**src/rtl/cbus_rx_sync_ctrl.sv**
```systemverilog
// Cbus receive link-sync controller: HUNT/ACQ/SYNC on K28.5 commas, saturating in-sync error counter.
// Optional hunt timeout and PCS reset request are enabled by defining CBUS_RX_SYNC_AUTORST_EN.
module cbus_rx_sync_ctrl #(
    parameter logic [7:0] COMMA    = 8'hBC,
    parameter int         ACQ_CNT  = 3,
    parameter int         GOOD_CNT = 4,
    parameter int         MAX_ERR  = 4,
    parameter int         TIMEOUT  = 4095,
    parameter int         RST_LEN  = 8,
    parameter int         ERR_W    = 16
) (
    input  logic             pcs_rxclk,
    input  logic             pcs_rxrst_n,
    input  logic [7:0]       rx_data,
    input  logic             rx_charisk,
    input  logic             rx_disperr,
    input  logic             rx_notintable,
    input  logic             rx_valid,
    input  logic             err_clr,
    output logic             rx_sync,
    output logic             rx_rst_req,
    output logic [1:0]       sync_state,
    output logic [ERR_W-1:0] err_cnt
);

    typedef enum logic [1:0] {
        HUNT   = 2'b00,
        ACQ    = 2'b01,
        SYNC   = 2'b10,
        RESYNC = 2'b11
    } state_t;

    localparam int AW = $clog2(ACQ_CNT + 1);
    localparam int LW = $clog2(MAX_ERR + 1);
    localparam int GW = $clog2(GOOD_CNT + 1);
    localparam logic [AW-1:0] ACQ_LAST  = AW'(ACQ_CNT - 1);
    localparam logic [LW-1:0] ERR_LAST  = LW'(MAX_ERR - 1);
    localparam logic [GW-1:0] GOOD_LAST = GW'(GOOD_CNT - 1);

    state_t             state_reg;
    logic [AW-1:0]      acq_cnt_reg;
    logic [LW-1:0]      err_level_reg;
    logic [GW-1:0]      good_run_reg;
    logic               rx_sync_reg;
    logic [ERR_W-1:0]   err_cnt_reg;

    logic sym_bad;
    logic sym_err;
    logic sym_comma;
    logic sym_good;

    assign sym_bad   = rx_disperr | rx_notintable;
    assign sym_err   = rx_valid & sym_bad;
    assign sym_comma = rx_valid & ~sym_bad & rx_charisk & (rx_data == COMMA);
    assign sym_good  = rx_valid & ~sym_bad;

    assign sync_state = state_reg;
    assign rx_sync    = rx_sync_reg;
    assign err_cnt    = err_cnt_reg;

`ifdef CBUS_RX_SYNC_AUTORST_EN
    localparam int TW = $clog2(TIMEOUT + 1);
    localparam int RW = $clog2(RST_LEN + 1);
    localparam logic [TW-1:0] TMR_LAST = TW'(TIMEOUT - 1);
    localparam logic [RW-1:0] RST_LAST = RW'(RST_LEN - 1);

    logic [TW-1:0] hunt_tmr_reg;
    logic [RW-1:0] rst_cnt_reg;
    logic          rx_rst_req_reg;

    assign rx_rst_req = rx_rst_req_reg;
`else
    assign rx_rst_req = 1'b0;
`endif

    always_ff @(posedge pcs_rxclk or negedge pcs_rxrst_n) begin
        if (!pcs_rxrst_n) begin
            state_reg      <= HUNT;
            acq_cnt_reg    <= '0;
            err_level_reg  <= '0;
            good_run_reg   <= '0;
            rx_sync_reg    <= 1'b0;
            err_cnt_reg    <= '0;
`ifdef CBUS_RX_SYNC_AUTORST_EN
            hunt_tmr_reg   <= '0;
            rst_cnt_reg    <= '0;
            rx_rst_req_reg <= 1'b0;
`endif
        end else begin
            // Clear has priority over an increment in the same cycle.
            if (err_clr) begin
                err_cnt_reg <= '0;
            end else if (state_reg == SYNC && sym_err && err_cnt_reg != '1) begin
                err_cnt_reg <= err_cnt_reg + ERR_W'(1);
            end

            case (state_reg)
                HUNT: begin
                    if (sym_comma) begin
`ifdef CBUS_RX_SYNC_AUTORST_EN
                        hunt_tmr_reg <= '0;
`endif
                        if (ACQ_CNT == 1) begin
                            state_reg     <= SYNC;
                            rx_sync_reg   <= 1'b1;
                            err_level_reg <= '0;
                            good_run_reg  <= '0;
                            acq_cnt_reg   <= '0;
                        end else begin
                            state_reg   <= ACQ;
                            acq_cnt_reg <= AW'(1);
                        end
                    end
`ifdef CBUS_RX_SYNC_AUTORST_EN
                    else if (hunt_tmr_reg == TMR_LAST) begin
                        state_reg      <= RESYNC;
                        hunt_tmr_reg   <= '0;
                        rst_cnt_reg    <= '0;
                        rx_rst_req_reg <= 1'b1;
                    end else begin
                        hunt_tmr_reg <= hunt_tmr_reg + TW'(1);
                    end
`endif
                end

                ACQ: begin
                    if (sym_err) begin
                        state_reg   <= HUNT;
                        acq_cnt_reg <= '0;
                    end else if (sym_comma) begin
                        if (acq_cnt_reg == ACQ_LAST) begin
                            state_reg     <= SYNC;
                            rx_sync_reg   <= 1'b1;
                            err_level_reg <= '0;
                            good_run_reg  <= '0;
                            acq_cnt_reg   <= '0;
                        end else begin
                            acq_cnt_reg <= acq_cnt_reg + AW'(1);
                        end
                    end
                end

                SYNC: begin
                    if (sym_err) begin
                        good_run_reg <= '0;
                        if (err_level_reg == ERR_LAST) begin
                            state_reg     <= HUNT;
                            rx_sync_reg   <= 1'b0;
                            err_level_reg <= '0;
                        end else begin
                            err_level_reg <= err_level_reg + LW'(1);
                        end
                    end else if (sym_good) begin
                        // A full run of good symbols forgives one earlier error.
                        if (good_run_reg == GOOD_LAST) begin
                            good_run_reg <= '0;
                            if (err_level_reg != '0) begin
                                err_level_reg <= err_level_reg - LW'(1);
                            end
                        end else begin
                            good_run_reg <= good_run_reg + GW'(1);
                        end
                    end
                end

`ifdef CBUS_RX_SYNC_AUTORST_EN
                RESYNC: begin
                    if (rst_cnt_reg == RST_LAST) begin
                        state_reg      <= HUNT;
                        rst_cnt_reg    <= '0;
                        rx_rst_req_reg <= 1'b0;
                    end else begin
                        rst_cnt_reg <= rst_cnt_reg + RW'(1);
                    end
                end
`endif

                default: state_reg <= HUNT;
            endcase
        end
    end

endmodule

```
**config.mk**
```make
export PLATFORM = sky130hd
export DESIGN_NAME = cbus_rx_sync_ctrl
export DESIGN_NICKNAME = d
export VERILOG_FILES = /design/src/rtl/cbus_rx_sync_ctrl.sv
export SDC_FILE = /design/constraint.sdc
export NUM_CORES = 1
export LEC_CHECK = 0
export ABC_AREA = 1
export BUFFER_PORTS_ARGS = -buffer_cell sky130_fd_sc_hd__buf_2
export CORE_AREA = 4 4 83 85
export DETAILED_ROUTE_END_ITERATION = 12
export DIE_AREA = 0 0 87 89
export PLACE_DENSITY = 0.46
export SLEW_MARGIN = 10
export SYNTH_ARGS = -nofsm -noshare
export SYNTH_HDL_FRONTEND = slang
export SYNTH_SLANG_ARGS = --single-unit
```
**constraint.sdc**
```tcl
create_clock -name pcs_rxclk -period 2 [get_ports pcs_rxclk]
set_input_delay 0.1 -clock pcs_rxclk [delete_from_list [all_inputs] [get_ports pcs_rxclk]]
set_output_delay 0.1 -clock pcs_rxclk [all_outputs]
set_load 0.05 [all_outputs]
```
==> summary.md <==
| Metric | Value |
|---|---|
| Syn_nets | `275` |
| CP required | `2.16 ns` |
| DRT antenna net count | `0` |
| Final GP Congestion | `0.760` |
| Cell depth of the worst flop-to-flop path | `8` |
| Max Fclk | `580 MHz` |
| Crit path max fanout | `16` |
| H-tree depth | `1` |
| Skew final | `0.00222 ns` |
| Met1 GRT Util | `17.2%` |
| Setup WS pre-CTS | `0.281 ns` |
| GR peak layer | `met2` |
| Initial DRC Count | `67` |
| RR Endpoint | `err_cnt[12]` |
| First-pass GRT wire length | `7600 microns` |
| Post-CTS setup buffers | `0` |
| Initial Util | `29.0%` |
| CTS hold repair buffers | `1` |
| Clock Tree Buf Depth | `2` |
| Remaining Overflow, GRT | `0` |
| GRT Overall Usage | `12.2%` |
| DRT Wirelength | `4410 microns` |
| Count of cell types in the netlist | `24` |
| Register bit total from synthesis | `27` |
| Max-cap viol count | `0` |
| PwrDens | `440 nW/um^2` |
| Yosys top cell by area | `dfrtp_1` |
| Clock power share | `34.8%` |
| Status | `finished, final reports clean` |
| Placed insts | `367` |
| Die Width | `87 microns` |
| DRC viols | `0` |
| Final Non-Filler Cells | `372` |
| Leakage | `1.10 nW` |
| Setup CP Type | `flip-flop to flip-flop` |
| YS warnings | `0` |
| Final nets | `316` |
| Comb power frac | `6.9%` |
| Worst Hold End | `err_cnt[8]` |
| CP Capture Type | `flip-flop` |
| Worst slew pin tran | `0.661 ns` |
| Setup violators final | `0` |
| Met3 usage | `1.84%` |
| CTS tree | `yes` |
| Root buf cell | `clkbuf_8` |
| Port Buf Inserts | `33` |
| Crit path time final | `1.72 ns` |
| Core area | `6200 sq um` |
| Largest net degree at the start of global routing | `28` |
| R2R setup slack | `0.28 ns` |
| Synthesized area | `1800 sq um` |
| Total CTS buffers | `3` |
| Num ports | `35` |
| Slew HR | `56.0%` |
| Met2 Use GR | `19.0%` |
| CTS resizes | `0` |
| Area contributors post-synth | `dfrtp_1 38%, nand2_1 18%, nor2_1 6.5%, nand3_1 6.1%, inv_1 5.4%` |
| Most frequent cells in the layout | `85 x nand2_1, 33 x buf_2, 31 x nor2_1` |
| Design area | `2130 sq um` |
| Worst-skew pair later-pin latency | `0.27 ns` |
| Final core utilization | `34.3%` |
| Clk sinks | `27` |
| Die height | `89 microns` |
| Hold path start | `err_clr` |
| Final period util | `86.2%` |
| Final worst slack | `0.276 ns` |
| Die area | `7740 sq um` |
| Post-synthesis sequential area ratio | `37.6%` |
| Drt first pass iters | `5` |
| DP HPWL | `3360 microns` |
| Clock Pin Slew Worst Setup and Hold Paths | `0.10 ns` |
| Int Pwr | `0.000710 W` |
| Initial antenna violation count | `0` |
| Final hold vios | `0` |
| Antenna fix cells | `0` |
| Worst Hold Class | `primary input to flip-flop` |
| Hold Path Cell Cnt | `4` |
| Syn Inst Count | `255` |
| Rows | `29` |
| Number of flip-flops in the largest register | `16` |
| Wirelength per Cell | `11.8 microns` |
| Post-Route Setup TNS | `0 ns` |
| Most common library cell in the layout ignoring fill and taps | `nand2_1` |
| Switch share | `24.2%` |
| Number of global-route vias before repair | `1583` |
| Psw | `0.000227 W` |
| Cell area after placement | `2070 sq um` |
| Sequential power share | `58.3%` |
| Vias/cell | `4.55` |
| Avg Inst Size Synth | `7.05 sq um` |
| Peak VDD IR | `0.279 mV` |
| Ratio of cells with drive above 1 in the final layout | `17.6%` |
| Critical path data arrival time | `1.88 ns` |
| RR Startpoint | `err_cnt[1]` |
| Vias | `1691` |
| Worst setup SP type | `flip-flop` |
| RSZ-0062 raised after global routing | `false` |
| P&R area growth vs syn | `18.5%` |
| Yosys top cell area share | `37.6%` |
| Final Max Slew Viols | `0` |
[final cells by class]
| type | count | area, sq um |
|---|---|---|
| Clock buffer | 4 | 45.0 |
| Fill cell | 659 | 4080 |
| Inverter | 26 | 97.6 |
| Multi-Input combinational cell | 198 | 993 |
| Sequential cell | 27 | 676 |
| Tap cell | 77 | 96.3 |
| Timing Repair Buffer | 40 | 220 |
[cells by family after synthesis]
kind of cell    synth area share [%]
compound gates                  7.80
fa+ha+maj                       3.48
buf+inv                         7.10
xor+xnor                        4.39
flops                           37.6
simple gates                    39.4
other cells                    0.209
[worst max-delay path by stage]
stage	startpoint	to	slack (ns)	depth (start not counted)
final	err_cnt[1]	err_cnt[12]	0.28	8
after global routing	err_cnt[1]	err_cnt[10]	0.07	9
after CTS	err_cnt[1]	err_cnt[12]	0.26	8
after detailed placement	err_cnt[1]	err_cnt[12]	0.28	8
after global placement	err_cnt[0]	err_cnt[4]	0.34	9
after floorplan	err_cnt[1]	err_cnt[9]	0.12	10
[power groups by stage]
stage / Combinational, W / Clock, W / Sequential, W
3_3_place_gp: 0.0000646 / 0 / 0.000557
4_1_cts: 0.0000667 / 0.000343 / 0.000547
3_5_place_dp: 0.0000651 / 0 / 0.000557
6_report: 0.0000644 / 0.000326 / 0.000547
2_1_floorplan: 0.0000305 / 0 / 0.000558
5_1_grt: 0.0000738 / 0.000359 / 0.000547
[metal layers]
metal,vias to the layer above,wire [microns]
met5,-,0
met3,5,142
met1,763,2260
met4,0,56
met2,26,1950
li1,897,-
[critical path: stages, from the launching register on]
cell and delay, ns:
dfrtp_1 0.42, ha_1 0.25, inv_1 0.09, nor2_2 0.16, nand2_2 0.10, nor2_4 0.14, nor2_4 0.09, nor2_8 0.22
o21ai_0 0.12
[per-stage QoR]
stage / hold WS (ns) / total power (W)
detailed placement: 0.180 / 0.000623
CTS: 0.210 / 0.000957
global placement: 0.169 / 0.000622
global route: 0.242 / 0.000979
finish: 0.216 / 0.000937
floorplan: -0.196 / 0.000588
[cell usage after synthesis]
cell type  number
inv_1          26
clkbuf_1        1
nand4_1        12
a21o_1          1
nand3_1        22
buf_4           2
a21oi_1         1
nand2_2         1
or2_2           2
a21boi_2        1
dfrtp_1        27
o21bai_1        6
nor2_2          3
nand3b_1        1
ha_1            5
xor2_1          9
nor2_8          1
nor2_4          2
a31oi_1         1
buf_6           1
o21ai_0        13
nand2_1        85
nor2_1         31
conb_1          1
Note: power is estimated with default switching activity, not from simulation.
